--- src/rtl/load_store_unit.sv ---
// Memory-stage load/store unit: one access at a time over a req/ready + rvalid
// data-memory handshake, with load extension, store lane steering, alignment
// and size checking, and a bounded wait for the memory.
module load_store_unit #(
  parameter int unsigned ADDR_WIDTH = 32,
  parameter int unsigned TIMEOUT    = 255
) (
  input  logic                  clk,
  input  logic                  rst_n,
  input  logic                  op_valid,
  input  logic                  op_store,
  input  logic [2:0]            funct3,
  input  logic [ADDR_WIDTH-1:0] op_addr,
  input  logic [31:0]           op_wdata,
  output logic                  stall,
  output logic                  done,
  output logic                  err,
  output logic [31:0]           load_data,
  output logic                  mem_req,
  input  logic                  mem_ready,
  output logic                  mem_we,
  output logic [ADDR_WIDTH-1:0] mem_addr,
  output logic [31:0]           mem_wdata,
  output logic [3:0]            mem_wstrb,
  input  logic                  mem_rvalid,
  input  logic [31:0]           mem_rdata
);

  localparam int unsigned CNT_W = 8;
  localparam logic [CNT_W-1:0] TIMEOUT_CNT = CNT_W'(TIMEOUT);

  typedef enum logic [1:0] {IDLE, REQ, WAIT, DONE} state_t;

  state_t                  state_q, state_d;
  logic                    store_q, store_d;
  logic [2:0]              funct3_q, funct3_d;
  logic [1:0]              lo_q, lo_d;
  logic [CNT_W-1:0]        cnt_q, cnt_d;
  logic                    done_d, err_d, mem_req_d, mem_we_d;
  logic [ADDR_WIDTH-1:0]   mem_addr_d;
  logic [31:0]             mem_wdata_d, load_data_d;
  logic [3:0]              mem_wstrb_d;

  logic                    illegal, misaligned, timeout_hit;
  logic [31:0]             rd_shift, rd_ext;

  // Size/alignment checks on the incoming op; H and HU share funct3[1:0]=01.
  always_comb begin
    if (op_store) illegal = !(funct3 == 3'b000 || funct3 == 3'b001 || funct3 == 3'b010);
    else          illegal = (funct3 == 3'b011 || funct3 == 3'b110 || funct3 == 3'b111);
    misaligned = (funct3[1:0] == 2'b01 && op_addr[0]) ||
                 (funct3[1:0] == 2'b10 && op_addr[1:0] != 2'b00);
  end

  // Pick the addressed byte/half from the read word and extend it.
  always_comb begin
    rd_shift = mem_rdata >> {lo_q, 3'b000};
    case (funct3_q)
      3'b000:  rd_ext = {{24{rd_shift[7]}}, rd_shift[7:0]};
      3'b100:  rd_ext = {24'h0, rd_shift[7:0]};
      3'b001:  rd_ext = {{16{rd_shift[15]}}, rd_shift[15:0]};
      3'b101:  rd_ext = {16'h0, rd_shift[15:0]};
      default: rd_ext = mem_rdata;
    endcase
  end

  assign timeout_hit = (cnt_q + CNT_W'(1)) == TIMEOUT_CNT;

  // Next state and next values of every registered output.
  always_comb begin
    state_d     = state_q;
    store_d     = store_q;
    funct3_d    = funct3_q;
    lo_d        = lo_q;
    cnt_d       = cnt_q;
    err_d       = 1'b0;
    mem_addr_d  = mem_addr;
    mem_wdata_d = mem_wdata;
    mem_wstrb_d = mem_wstrb;
    load_data_d = load_data;
    case (state_q)
      IDLE: begin
        if (op_valid) begin
          store_d    = op_store;
          funct3_d   = funct3;
          lo_d       = op_addr[1:0];
          cnt_d      = '0;
          mem_addr_d = {op_addr[ADDR_WIDTH-1:2], 2'b00};
          case (funct3[1:0])
            2'b00: begin
              mem_wstrb_d = 4'b0001 << op_addr[1:0];
              mem_wdata_d = {4{op_wdata[7:0]}};
            end
            2'b01: begin
              mem_wstrb_d = 4'b0011 << op_addr[1:0];
              mem_wdata_d = {2{op_wdata[15:0]}};
            end
            default: begin
              mem_wstrb_d = 4'b1111;
              mem_wdata_d = op_wdata;
            end
          endcase
          if (illegal || misaligned) begin
            err_d   = 1'b1;
            state_d = DONE;
          end else begin
            state_d = REQ;
          end
        end
      end
      REQ: begin
        if (mem_ready) begin
          state_d = store_q ? DONE : WAIT;
          cnt_d   = cnt_q + CNT_W'(1);
        end else if (timeout_hit) begin
          err_d   = 1'b1;
          state_d = DONE;
        end else begin
          cnt_d = cnt_q + CNT_W'(1);
        end
      end
      WAIT: begin
        if (mem_rvalid) begin
          load_data_d = rd_ext;
          state_d     = DONE;
        end else if (timeout_hit) begin
          err_d   = 1'b1;
          state_d = DONE;
        end else begin
          cnt_d = cnt_q + CNT_W'(1);
        end
      end
      DONE:    state_d = IDLE;
      default: state_d = IDLE;
    endcase
    done_d    = (state_d == DONE);
    mem_req_d = (state_d == REQ);
    mem_we_d  = (state_d == REQ) && store_d;
  end

  // State and output registers.
  always_ff @(posedge clk or negedge rst_n) begin
    if (!rst_n) begin
      state_q   <= IDLE;
      store_q   <= 1'b0;
      funct3_q  <= 3'b000;
      lo_q      <= 2'b00;
      cnt_q     <= '0;
      done      <= 1'b0;
      err       <= 1'b0;
      mem_req   <= 1'b0;
      mem_we    <= 1'b0;
      mem_addr  <= '0;
      mem_wdata <= '0;
      mem_wstrb <= '0;
      load_data <= '0;
    end else begin
      state_q   <= state_d;
      store_q   <= store_d;
      funct3_q  <= funct3_d;
      lo_q      <= lo_d;
      cnt_q     <= cnt_d;
      done      <= done_d;
      err       <= err_d;
      mem_req   <= mem_req_d;
      mem_we    <= mem_we_d;
      mem_addr  <= mem_addr_d;
      mem_wdata <= mem_wdata_d;
      mem_wstrb <= mem_wstrb_d;
      load_data <= load_data_d;
    end
  end

  // Hold upstream while an op is being taken or is outstanding.
  assign stall = (state_q == IDLE && op_valid) || state_q == REQ || state_q == WAIT;

endmodule

--- config.mk ---
export PLATFORM = sky130hd
export DESIGN_NAME = load_store_unit
export DESIGN_NICKNAME = d
export VERILOG_FILES = /design/src/rtl/load_store_unit.sv
export SDC_FILE = /design/constraint.sdc
export NUM_CORES = 1
export LEC_CHECK = 0
export BUFFER_PORTS_ARGS = -buffer_cell sky130_fd_sc_hd__buf_2
export CAP_MARGIN = 20
export CORE_ASPECT_RATIO = 0.75
export CORE_MARGIN = 2
export CORE_UTILIZATION = 50
export CTS_BUF_LIST = sky130_fd_sc_hd__clkbuf_4
export DETAILED_ROUTE_END_ITERATION = 6
export PLACE_DENSITY = 0.81
export RECOVER_POWER = 50
export SYNTH_ARGS = -nofsm -noshare
export SYNTH_HDL_FRONTEND = slang
export SYNTH_SLANG_ARGS = --single-unit
--- constraint.sdc ---
create_clock -name clk -period 2.6 [get_ports clk]
set_input_delay 0.39 -clock clk [delete_from_list [all_inputs] [get_ports clk]]
set_output_delay 0.39 -clock clk [all_outputs]
set_load 0.05 [all_outputs]
==> results.py, run 1 <==
metrics = {
    "timing": {
        "tightest_slew_ns": 1.64,
        "finalSetupTns_ns": 0,
        "period_share_pct": 93.2,
        "min_period_ns": 2.42,
        "rsz0062_at_grt": "no",
        "setup_viol": 0,
        "skew_ns": 0.0184,
        "whs_ns": 0.0544,
        "finalHoldViolCount": 0,
        "slew_viol_final": 30,
        "fmax_ghz": 0.413,
        "slew_headroom_pct": -9.62,
    },
    "critical_path": {
        "cp_max_fo": 8,
        "cp-startpoint": "state_q[1]$_DFF_PN0_",
        "crit_path_top_delay_cell": "dfrtp_2",
        "reg2reg_depth": 6,
        "r2r-end": "mem_we$_DFF_PN0_",
        "cp-end-kind": "primary output",
        "slowest_delay_ns": 0.43,
        "timing.rr.start": "state_q[1]$_DFF_PN0_",
        "ff2ff_setup_slack_ns": 0.33,
        "cp-start-kind": "flop",
        "arrival_ns": 2.03,
        "critical_path_class": "flop to primary output",
        "cp_data_required_time_ns": 2.21,
        "cp_cell_sequence": "inv_1 -> ha_1 -> or2_2 -> nand2b_1 -> buf_2",
    },
    "cts": {
        "cts.path.max_buffers": 2,
        "cts-htree-levels": 4,
        "cts_tree": "yes",
        "clk_latency_ns": 0.52,
        "cts-root-buf": "clkbuf_4",
        "clk_pin_slew_ns": 0.10,
        "clock-sinks": 118,
        "cts_buffers": 17,
    },
    "finish": {
        "syn_to_final_growth_pct": 25.9,
        "drive_gt1_share_pct": 25.2,
        "antenna_cells": 0,
        "fin_nets": 959,
        "fill_cells": 954,
        "final_core_util_pct": 65.0,
    },
    "power_and_ir_drop": {
        "ir_drop_v": 0.000848,
        "sw_frac_of_total_pct": 54.3,
        "p_leak_nw": 3.62,
        "p_per_area_nw_per_um2": 1510,
        "internal-power_mw": 4.93,
        "power_frac_seq_pct": 29.3,
        "p_comb_share_pct": 56.1,
        "power_switching_mw": 5.86,
        "clkPwrFrac_pct": 14.6,
    },
    "yosys": {
        "synthFlopType": "dfrtp_1",
        "synth_area_leaders": "dfrtp_1, nand2_1, mux2i_1",
        "yosys.area.top_type_share_pct": 51.9,
        "synth_area_sq_um": 5690,
        "async_flop_share_pct": 100,
        "yosysSeqAreaShare_pct": 51.9,
        "synth_warnings": 0,
        "synth_area_per_cell_sq_um": 8.85,
        "synth_edf_count": 0,
        "ys_ff_latch": 118,
        "ys_types": 57,
        "synthCells": 643,
        "yosys.area.top_type": "dfrtp_1",
    },
    "floorplan": {
        "die_h_microns": 96.4,
        "io_pins": 210,
        "start_util_pct": 51.6,
        "core_sq_um": 11000,
        "die_area_sq_um": 12300,
        "die_x_microns": 127,
        "std_cell_rows": 33,
    },
    "placement": {
        "post-dp-hpwl_microns": 11800,
        "routabilityCongestion": 0.863,
        "io_buffers": 207,
    },
    "worst_hold_path": {
        "hp-start": "op_addr[31]",
        "whs_endpoint": "mem_addr[31]$_DFFE_PN0P_",
        "holdPathStages": 3,
        "hp-class": "primary input to flop",
    },
    "global_routing": {
        "grtUsageMet3_pct": 10.3,
        "grt_pass1_wl_microns": 25700,
        "grt_max_degree": 99,
        "antenna_found_initial": 0,
        "grt_pass1_vias": 5089,
        "busiest_layer": "met2",
        "grt.total_usage_pct": 27.1,
        "grt_use_met1_pct": 34.7,
        "grtUsageMet2_pct": 43.1,
        "overflow": 0,
    },
    "outcome": {
        "violations": "capacitance limit, slew limit",
        "status": "complete, but fails checks",
    },
    "routing": {
        "wl_microns": 16200,
        "ant_nets": 0,
        "routed-via-count": 5500,
        "firstDrtPassIters": 5,
        "via_per_inst": 5.50,
        "drt_drc_violations_left": 0,
        "wl_per_cell_microns": 16.2,
        "drtIter0Drc": 438,
    },
    "flow_run": {
        "cap_violations": 1,
    },
}
==> sequential cells by signal (all words and copies together), names as in the netlist, 2 cells and up <==
register   count
load_data     32
state_q        2
cnt_q          8
mem_addr      30
mem_wdata     32
funct3_q       3
mem_wstrb      4
lo_q           2
==> cell families (layout without fill, tap and decap cells) <==
| logic type | after synthesis | count (layout) | synth area share [%] |
|---|---|---|---|
| compound gates | 140 | 140 | 14.8 |
| xor+xnor | 1 | 1 | 0.154 |
| fa+ha+maj | 7 | 7 | 1.54 |
| buf+inv | 48 | 264 | 3.67 |
| flops | 118 | 118 | 51.9 |
| mux | 35 | 35 | 6.38 |
| other cells | 1 | 2 | 0.0659 |
| simple gates | 293 | 293 | 21.5 |
==> cell usage in the layout (no fill, tap or decap), types with 2 or more instances in the layout <==
cell type      instances
buf_12                 2
o211a_1                2
a22o_1                 2
and3_1                 2
o221ai_1               2
a31o_2                 2
clkbuf_1              47
o31ai_2                2
clkbuf_2               2
nand3_1                5
and2_1                 3
nor2b_1                5
buf_2                160
nor2_1                56
ha_1                   6
o21a_1                 2
clkinv_1               2
o2111ai_1              2
a221oi_1               7
nand2_1              197
clkinv_2               5
or2_2                  2
inv_1                  9
o22ai_1                7
nand3b_1               2
nand2b_1               4
buf_4                  7
or3_1                  3
conb_1                 2
o211ai_1               2
dlygate4sd3_1          5
o31ai_1                2
mux2i_1               34
o21ai_0               53
dfrtp_1              116
a21oi_1               44
dfrtp_2                2
bufinv_16              5
nor3b_1                3
clkbuf_4              20
==> timing repair <==
item,4_1_cts,5_1_grt
gates resized for setup,0,3
setup endpoints to repair,0,1
hold endpoints to repair,27,4
setup buffers,0,0
hold buffers,1,4
==> layout make-up <==
| type | count | area [sq um] | area share [%] |
|---|---|---|---|
| Clock buffer | 20 | 150 | 2.10 |
| Clock inverter | 12 | 183 | 2.55 |
| Inverter | 9 | 33.8 | 0.472 |
| Multi-Input combinational cell | 478 | 2530 | 35.4 |
| Sequential cell | 118 | 2960 | 41.3 |
| Tap cell | 140 | 175 | 2.45 |
| Timing Repair Buffer | 223 | 1130 | 15.8 |
==> power groups by stage <==
stage,Combinational [mW],Sequential (mW),Clock [mW]
after floorplan,2.01,5.72,0
after global placement,5.97,3.12,0
after detailed placement,6.14,3.16,0
after CTS,6.14,3.14,1.59
after global routing,6.50,3.26,1.68
final,6.05,3.17,1.57
==> Yosys cell counts (all sizes together), types with 5 or more instances <==
library cell and instances:
o21ai 54, dfrtp 118, a21oi 45, inv 9, a221oi 7, nand2 197
nor2 57, ha 7, buf 9, mux2i 34, nor2b 5, clkbuf 30
o22ai 7, nand3 6
==> per-layer routing <==
metal | up-vias | share of wire (%) | wire length, microns
met5 | - | 0 | 0
met4 | 0 | 1.8 | 297
met3 | 28 | 9.1 | 1480
met2 | 273 | 47 | 7620
met1 | 2631 | 42 | 6860
li1 | 2568 | - | -
==> per-stage QoR <==
stage	setup slack, ns	instances	cell area (sq um)	power, mW
detailed placement	0.409	963	6840	9.29
global placement	0.539	963	6840	9.10
global route	0.0107	1000	7160	11.4
CTS	0.0505	996	7190	10.9
finish	0.177	1000	7160	10.8
floorplan	0.572	644	5690	7.73
==> worst max-delay path by stage <==
stage	to	slack (ns)	cells after the start
final	stall	0.18	5
after CTS	stall	0.05	5
after detailed placement	mem_we$_DFF_PN0_	0.41	6
after global routing	stall	0.01	5
after floorplan	cnt_q[2]$_DFFE_PN0P_	0.57	9
after global placement	cnt_q[2]$_DFFE_PN0P_	0.54	7
==> worst max-delay path: cells and delay by family, from the launching register on <==
| kind | cells | cell delay (ns) |
|---|---|---|
| simple gates | 2 | 0.53 |
| flops | 1 | 0.43 |
| buf+inv | 2 | 0.29 |
| fa+ha+maj | 1 | 0.28 |
(Power assumes the default switching activity.)
==> inputs of run 2 (changes only) <==
--- a/config.mk
+++ b/config.mk
@@ -6,13 +6,14 @@
 export NUM_CORES = 1
 export LEC_CHECK = 0
 export BUFFER_PORTS_ARGS = -buffer_cell sky130_fd_sc_hd__buf_2
-export CAP_MARGIN = 20
+export CELL_PAD_IN_SITES_DETAIL_PLACEMENT = 0
+export CELL_PAD_IN_SITES_GLOBAL_PLACEMENT = 1
 export CORE_ASPECT_RATIO = 0.75
 export CORE_MARGIN = 2
-export CORE_UTILIZATION = 50
+export CORE_UTILIZATION = 37
 export CTS_BUF_LIST = sky130_fd_sc_hd__clkbuf_4
 export DETAILED_ROUTE_END_ITERATION = 6
-export PLACE_DENSITY = 0.81
+export PLACE_DENSITY_LB_ADDON = 0.1
 export RECOVER_POWER = 50
 export SYNTH_ARGS = -nofsm -noshare
 export SYNTH_HDL_FRONTEND = slang
==> results.py, run 2 (synthesis gave the netlist of run 1 again) <==
metrics = {
    "outcome": {
        "status": "complete, no violations",
    },
    "placement": {
        "post-dp-hpwl_microns": 11900,
        "routabilityCongestion": 0.847,
        "dpl.cell_count": 1030,
        "io_buffers": 207,
    },
    "timing": {
        "fmax_ghz": 0.414,
        "min_period_ns": 2.42,
        "slew_viol_final": 0,
        "setup_viol": 0,
        "finalHoldViolCount": 0,
        "skew_ns": 0.0198,
        "slew_headroom_pct": 17.0,
        "finalSetupTns_ns": 0,
        "tightest_slew_ns": 1.25,
        "whs_ns": 0.0529,
        "rsz0062_at_grt": "no",
        "period_share_pct": 92.9,
    },
    "critical_path": {
        "arrival_ns": 2.03,
        "cp-end-kind": "primary output",
        "slowest_delay_ns": 0.43,
        "cp-start-kind": "flop",
        "cp_data_required_time_ns": 2.21,
        "path_depth": 5,
        "cp_max_fo": 9,
        "cp_cell_sequence": "inv_1 -> ha_2 -> or2_2 -> nand2b_1 -> buf_2",
        "path_buf_inv": 2,
        "critical_path_class": "flop to primary output",
        "crit_path_top_delay_cell": "dfrtp_2",
        "crit_family": "simple AND/OR/NAND/NOR gates",
        "reg2reg_depth": 7,
    },
    "floorplan": {
        "std_cell_rows": 39,
        "io_pins": 210,
        "die_h_microns": 111,
        "die_area_sq_um": 16400,
        "core_sq_um": 15100,
        "die_x_microns": 147,
        "start_util_pct": 37.6,
    },
    "global_routing": {
        "grt_pass1_wl_microns": 27400,
        "grt_use_met1_pct": 28.8,
        "grt.total_usage_pct": 21.2,
        "grt_pass1_vias": 5270,
        "antenna_found_initial": 3,
        "busiest_layer": "met2",
        "overflow": 0,
        "grt_max_degree": 99,
        "grtUsageMet3_pct": 8.61,
        "grtUsageMet2_pct": 32.0,
    },
    "worst_hold_path": {
        "hp-class": "primary input to flop",
        "holdPathStages": 3,
    },
    "power_and_ir_drop": {
        "p_comb_share_pct": 57.0,
        "power_frac_seq_pct": 29.9,
        "p_leak_nw": 3.65,
        "clkPwrFrac_pct": 13.1,
        "p_per_area_nw_per_um2": 1430,
        "power_switching_mw": 5.84,
        "ir_drop_v": 0.000743,
        "sw_frac_of_total_pct": 55.2,
        "internal-power_mw": 4.74,
    },
    "routing": {
        "firstDrtPassIters": 4,
        "via_per_inst": 4.81,
        "routed-via-count": 5216,
        "ant_nets": 0,
        "drt_drc_violations_left": 0,
        "wl_microns": 16700,
        "wl_per_cell_microns": 15.4,
        "drtIter0Drc": 285,
    },
    "flow_run": {
        "cap_violations": 0,
    },
    "finish": {
        "drive_gt1_share_pct": 24.7,
        "syn_to_final_growth_pct": 29.6,
        "final_common_cell": "nand2_1",
        "instances_no_fill": 1084,
        "fin_nets": 977,
        "top_regs": "load_data: 32 flops, mem_wdata: 32 flops, mem_addr: 30 flops",
        "mostFrequentLayoutCells": "nand2_1, buf_2, dfrtp_1, nor2_1, o21ai_0",
    },
    "cts": {
        "cts_tree": "yes",
        "cts-htree-levels": 4,
        "cts.path.max_buffers": 2,
        "clk_latency_ns": 0.54,
        "clk_pin_slew_ns": 0.10,
        "clock-sinks": 118,
        "cts_setup_buffers": 0,
        "cts_buffers": 17,
        "cts-root-buf": "clkbuf_4",
    },
}
-- run 2: routing by layer --
| layer | vias up | wire length, microns |
|---|---|---|
| li1 | 2614 | - |
| met1 | 2436 | 7650 |
| met2 | 149 | 7420 |
| met3 | 15 | 1430 |
| met4 | 2 | 157 |
| met5 | - | 16 |
-- run 2: final timing paths --
kind,startpoint,end,slack (ns)
worst max-delay path,state_q[0]$_DFF_PN0_,stall,0.18
worst max register to register,state_q[0]$_DFF_PN0_,cnt_q[2]$_DFFE_PN0P_,0.50
worst min register to register,mem_addr[30]$_DFFE_PN0P_,mem_addr[30]$_DFFE_PN0P_,0.48
worst min-delay path,op_addr[29],mem_addr[29]$_DFFE_PN0P_,0.05
min in group asynchronous,rst_n,mem_wdata[5]$_DFFE_PN0P_,0.63
max in group asynchronous,rst_n,state_q[1]$_DFF_PN0_,0.52
-- run 2: repair_timing --
action / 4_1_cts / 5_1_grt
setup endpoints to repair: 0 / 1
hold buffers: 21 / 0
resized for setup: 0 / 3
endpoints found under the hold margin: 69 / 0
-- run 2: stage by stage --
step	utilization (%)	area, sq um	worst slack, ns	total power [mW]
global placement	45.9	6940	0.492	9.23
global route	48.7	7370	0.0405	11.3
detailed placement	45.9	6940	0.424	9.31
finish	48.7	7370	0.185	10.6
CTS	49.2	7440	0.00102	10.8
floorplan	-	5690	0.572	7.73
-- run 2: power by group through the flow --
| stage | clock network (mW) | logic [mW] | registers [mW] |
|---|---|---|---|
| 6_report | 1.39 | 6.03 | 3.16 |
| 5_1_grt | 1.53 | 6.50 | 3.28 |
| 4_1_cts | 1.44 | 6.18 | 3.14 |
| 3_5_place_dp | 0 | 6.15 | 3.16 |
| 3_3_place_gp | 0 | 6.10 | 3.13 |
| 2_1_floorplan | 0 | 2.01 | 5.72 |
-- run 2: worst reg2reg max path: stages, from the launching register on --
cell	delay, ns
dfrtp_2	0.43
inv_1	0.09
ha_2	0.24
and2_1	0.25
nor3_4	0.27
nand3_2	0.20
or3b_1	0.42
o2bb2ai_1	0.14
-- run 2: area by class of cell --
cell class	instances	area [sq um]
antenna	1	2.50
clock buffer	18	135
clock inverter	14	160
fill	1531	7760
inverter	9	33.8
multi-input combinational	478	2540
sequential	118	2960
tap	205	256
timing repair buffer	241	1290
